### src/rtl/iq_stream_packer.sv
// Pairs coincident I/Q sample strobes into 32-bit words, buffers them in a FIFO
// and streams them out as AXI-Stream with TLAST framing and drop statistics.
module iq_stream_packer #(
   parameter int DEPTH     = 16,
   parameter int FRAME_LEN = 256,
   parameter int CNT_W     = 16
) (
   input  logic             i_clk,
   input  logic             i_rst_n,
   input  logic             i_en,
   input  logic             i_clr,
   input  logic [15:0]      i_I_data,
   input  logic [15:0]      i_Q_data,
   input  logic             i_I_valid,
   input  logic             i_Q_valid,
   output logic [31:0]      m_axis_tdata,
   output logic             m_axis_tvalid,
   input  logic             m_axis_tready,
   output logic             m_axis_tlast,
   output logic             o_overflow,
   output logic             o_misalign,
   output logic [CNT_W-1:0] o_ovf_cnt,
   output logic [CNT_W-1:0] o_mis_cnt
);

   localparam int AW = $clog2(DEPTH);
   localparam int CW = AW + 1;
   localparam int FW = (FRAME_LEN > 1) ? $clog2(FRAME_LEN) : 1;

   localparam logic [CW-1:0]    FULL_CNT   = CW'(DEPTH);
   localparam logic [FW-1:0]    FRAME_LAST = FW'(FRAME_LEN - 1);
   localparam logic [CNT_W-1:0] CNT_MAX    = '1;

   // Storage: {tag, Q, I}; tag marks the last word of a frame.
   logic [32:0]      r_mem [DEPTH];
   logic [AW-1:0]    r_wr_ptr;
   logic [AW-1:0]    r_rd_ptr;
   logic [CW-1:0]    r_count;
   logic [FW-1:0]    r_frame_cnt;

   logic [31:0]      r_tdata;
   logic             r_tvalid;
   logic             r_tlast;

   logic             r_overflow;
   logic             r_misalign;
   logic [CNT_W-1:0] r_ovf_cnt;
   logic [CNT_W-1:0] r_mis_cnt;

   logic             w_offer;
   logic             w_mis;
   logic             w_full;
   logic             w_wr;
   logic             w_ovf;
   logic             w_tag;
   logic             w_pop;
   logic             w_avail;
   logic             w_load;
   logic [32:0]      w_head;

   assign w_offer = i_en & i_I_valid & i_Q_valid;
   assign w_mis   = i_en & (i_I_valid ^ i_Q_valid);

   // r_count includes the word held in the output register, so the whole
   // buffer (memory plus output stage) never holds more than DEPTH words.
   assign w_full  = (r_count == FULL_CNT);
   assign w_wr    = w_offer & ~w_full;
   assign w_ovf   = w_offer & w_full;
   assign w_tag   = (r_frame_cnt == FRAME_LAST);

   assign w_pop   = r_tvalid & m_axis_tready;
   // A word is waiting in memory when the total exceeds what is already presented.
   assign w_avail = (r_count > {{(CW-1){1'b0}}, r_tvalid});
   assign w_load  = w_avail & (~r_tvalid | m_axis_tready);
   assign w_head  = r_mem[r_rd_ptr];

   // NOTE: the sample memory has no reset; pointers and count define which
   // entries are valid, and a resettable array would cost a flop per bit.
   always_ff @(posedge i_clk) begin
      if (w_wr) begin
         r_mem[r_wr_ptr] <= {w_tag, i_Q_data, i_I_data};
      end
   end

   // NOTE: all sequential state uses non-blocking assignments so every
   // register samples the pre-edge values of the others.
   always_ff @(posedge i_clk or negedge i_rst_n) begin
      if (!i_rst_n) begin
         r_wr_ptr    <= '0;
         r_frame_cnt <= '0;
      end else if (w_wr) begin
         r_wr_ptr    <= r_wr_ptr + AW'(1);
         r_frame_cnt <= w_tag ? '0 : r_frame_cnt + FW'(1);
      end
   end

   always_ff @(posedge i_clk or negedge i_rst_n) begin
      if (!i_rst_n) begin
         r_count <= '0;
      end else begin
         case ({w_wr, w_pop})
            2'b10:   r_count <= r_count + CW'(1);
            2'b01:   r_count <= r_count - CW'(1);
            default: r_count <= r_count;
         endcase
      end
   end

   // Output stage refills on the edge that consumes the current word,
   // which sustains one transfer per clock.
   always_ff @(posedge i_clk or negedge i_rst_n) begin
      if (!i_rst_n) begin
         r_rd_ptr <= '0;
         r_tdata  <= '0;
         r_tlast  <= 1'b0;
         r_tvalid <= 1'b0;
      end else if (w_load) begin
         r_rd_ptr <= r_rd_ptr + AW'(1);
         r_tdata  <= w_head[31:0];
         r_tlast  <= w_head[32];
         r_tvalid <= 1'b1;
      end else if (w_pop) begin
         r_tlast  <= 1'b0;
         r_tvalid <= 1'b0;
      end
   end

   // Clear has priority: an event coincident with i_clr is not recorded.
   always_ff @(posedge i_clk or negedge i_rst_n) begin
      if (!i_rst_n) begin
         r_overflow <= 1'b0;
         r_misalign <= 1'b0;
         r_ovf_cnt  <= '0;
         r_mis_cnt  <= '0;
      end else if (i_clr) begin
         r_overflow <= 1'b0;
         r_misalign <= 1'b0;
         r_ovf_cnt  <= '0;
         r_mis_cnt  <= '0;
      end else begin
         if (w_ovf) begin
            r_overflow <= 1'b1;
            if (r_ovf_cnt != CNT_MAX) begin
               r_ovf_cnt <= r_ovf_cnt + CNT_W'(1);
            end
         end
         if (w_mis) begin
            r_misalign <= 1'b1;
            if (r_mis_cnt != CNT_MAX) begin
               r_mis_cnt <= r_mis_cnt + CNT_W'(1);
            end
         end
      end
   end

   assign m_axis_tdata  = r_tdata;
   assign m_axis_tvalid = r_tvalid;
   assign m_axis_tlast  = r_tlast;
   assign o_overflow    = r_overflow;
   assign o_misalign    = r_misalign;
   assign o_ovf_cnt     = r_ovf_cnt;
   assign o_mis_cnt     = r_mis_cnt;

endmodule
### config.mk
export PLATFORM = sky130hd
export DESIGN_NAME = iq_stream_packer
export DESIGN_NICKNAME = d
export VERILOG_FILES = /design/src/rtl/iq_stream_packer.sv
export SDC_FILE = /design/constraint.sdc
export NUM_CORES = 1
export LEC_CHECK = 0
export ABC_AREA = 1
export CAP_MARGIN = 30
export CORE_MARGIN = 2
export CORE_UTILIZATION = 55
export CTS_CLUSTER_DIAMETER = 80
export DETAILED_ROUTE_END_ITERATION = 6
export PLACE_DENSITY = 0.76
export SYNTH_ARGS = -nofsm -noshare
export SYNTH_HDL_FRONTEND = slang
export SYNTH_SLANG_ARGS = --single-unit
### constraint.sdc
create_clock -name i_clk -period 2.6 [get_ports i_clk]
set_input_delay 0.65 -clock i_clk [delete_from_list [all_inputs] [get_ports i_clk]]
set_output_delay 0.65 -clock i_clk [all_outputs]
set_load 0.02 [all_outputs]
==> results.cfg <==
[floorplanning]
fp.dieH_um = 221
die-width_um = 221
core-area_um2 = 46500
die-area_um2 = 48700
row_count = 79
start_util_pct = 55.6
boundaryPins = 107

[sta]
clock.fmax_mhz = 419
period_needed_ps = 2390
tns_ps = 0
fin_hold_ws_ps = 20.5
finalWorstSetupSlack_ps = 214
fin_crit_sh_pct = 91.8
final_max_slew_viol_count = 0
maxSlewHeadroom_pct = 37.0
timing_hold_violations_final = 0
rsz0062_at_grt = no
worst_pin_slew_ps = 945
setup_violations = 0
clock-skew-final_ps = 14.7

[setup_path]
crit_required_ps = 1950
crit_path_end_kind = primary output
reg2reg_to = m_axis_tdata[11]
r2r_cells = 9
cp_cell_sequence = clkdlybuf4s50_1
crit_family = buffers and inverters
criticalPathCategory = flip-flop to primary output
critPathSlowestCell = clkdlybuf4s50_1
arrival_ps = 1740
crit_path_max_incr_delay_ps = 650
reg2reg_slack_ps = 490
start_kind = flip-flop
r2r_start = r_rd_ptr[1]
crit_buf_inv = 1
cp_max_fo = 5

[grt]
antenna_found_initial = 0
grt_usage_pct = 27.1
grt_pass1_vias = 18000
use_met2_pct = 44.6
use_met1_pct = 36.1
use_met3_pct = 4.47
grt_first_pass_wirelength_mm = 101
grt_max_degree = 112
grt.overflow.total = 0
gr-max-usage-layer = met2

[clock_tree]
h-tree-depth = 2
cts_resized = 0
cts_buffer_depth = 3
clk_pin_slew_ps = 60
clkSinkCount = 617
cts_hold_repair.buffers = 0
cts_tree = yes
clock-root-buffer = clkbuf_16
post_cts_buffers = 0
clk_latency_ps = 620
numCtsBuffers = 61

[power_and_ir_drop]
intPower_mw = 19.3
ir_worst_vdd_uv = 1180
pwr-share-comb_pct = 33.6
power_density_nw_per_um2 = 1010
leakage_nw = 11.6
p_seq_share_pct = 38.8
swShare_pct = 36.5
power_mw = 30.5
p_switching_mw = 11.1
p_clk_share_pct = 27.6

[route]
ant_nets = 0
first_pass_iters = 6
drt_iter0_drc = 2216
routed_wl_mm = 64.5
viasPerCell = 5.72
avgRoutedWirePerCell_um = 20.4
vias = 18000
drcViolationCount = 0

[place]
place_area_um2 = 28300
hpwl_mm = 39.3
portBuffers = 106
place_congestion = 0.890
pre_cts_slack_ps = -151

[outcome]
outcome = completed

[finish]
fill_cells = 3458
final_area_um2 = 30200
drive_above_1_share_pct = 8.71
mostFrequentLayoutCells = nand2_1, edfxtp_1, nand3_1, clkdlybuf4s50_1, dfrtp_1
layout.nets = 2551
final_common_cell = nand2_1
area_delta_synth_final_pct = 16.9

[flow_run]
drv_cap = 0

[logic_synthesis]
synth_area_leader_cell = edfxtp_1
ys_types = 32
ys_warn_count = 0
ys_seq_elements = 617
synth_fp_nets = 2422
postSynthCellCount = 2370
synth_area_um2 = 25800
ys_top_cells_by_area = edfxtp_1, nand2_1, dfrtp_1, nand3_1, buf_2
synth-seq-area-share_pct = 70.0
synth_top_area_share_pct = 61.4
syn_area_per_cell_um2 = 10.9

[min_path]
hold_path.class = input port to asynchronous set/reset pin
-- per-layer routing --
layer,part of all wire [%],vias to the layer above,wire length [um]
li1,-,8343,-
met4,3.7,0,2400
met2,49,841,31500
met5,0,-,0
met3,7.8,146,5050
met1,40,8707,25500
-- worst max path at each step --
| stage | from | to | cells past startpoint |
|---|---|---|---|
| after floorplan | i_Q_valid | r_mem[11][0] | 6 |
| after global placement | i_Q_valid | r_mem[3][23] | 9 |
| after detailed placement | i_Q_valid | r_mem[3][20] | 9 |
| after CTS | o_mis_cnt[8] | o_mis_cnt[8] | 1 |
| after global routing | o_mis_cnt[8] | o_mis_cnt[8] | 1 |
| final | o_mis_cnt[8] | o_mis_cnt[8] | 1 |
-- stage by stage --
step                std cells  util, %
finish                   3156     65.0
global route             3155     65.0
CTS                      3155     65.0
detailed placement       3043     60.9
global placement         3043     60.9
floorplan                2370        -
-- cell type report --
type                    instances  area (um2)  share of cell area, %
repair buffers                193        2210                   7.33
multi-input cells            1563        6960                   23.1
clock inverters                32         260                  0.862
flip-flops and latches        617       18100                   59.9
diodes                          1        2.50                0.00829
well taps                     607         759                   2.52
inverters                      63         244                  0.808
clock buffers                  80        1650                   5.46
-- cells in the mapped netlist, drive strengths merged --
library cell,instances
o211ai,1
xnor2,4
or2,6
a21boi,2
buf,108
nor3,5
ha,13
edfxtp,528
dfrtp,89
clkinv,1
o21ai,37
o21bai,3
xor2,18
inv,62
nand2,949
nand4,11
a21oi,3
nand3,443
clkbuf,19
nor2,68
-- power by group through the flow --
stage	Clock [mW]	Combinational [mW]	Sequential, mW
2_1_floorplan	0	6.37	12.2
6_report	8.43	10.2	11.8
5_1_grt	8.92	11.3	11.9
3_3_place_gp	0	9.92	12.0
3_5_place_dp	0	10.1	12.0
4_1_cts	8.52	10.2	11.8
-- flip-flops by register name, indices dropped and copies added, names as in the netlist --
register,flops
r_mem,528
o_misalign,1
m_axis_tvalid,1
r_frame_cnt,8
r_count,5
m_axis_tdata,32
r_rd_ptr,4
m_axis_tlast,1
o_mis_cnt,16
o_overflow,1
o_ovf_cnt,16
r_wr_ptr,4
-- cell families (layout without fill, tap and decap cells) --
kind of cell,count (synthesis),count (layout),synth area share (%)
other,0,1,0
AO/OA/AOI/OAI,46,46,1.04
adder cells (fa/ha/maj),13,13,0.630
AND/OR/NAND/NOR,1482,1482,24.1
buffers and inverters,190,368,3.49
XOR/XNOR,22,22,0.746
flip-flops,617,617,70.0
Note: power is estimated with default switching activity, not from simulation.
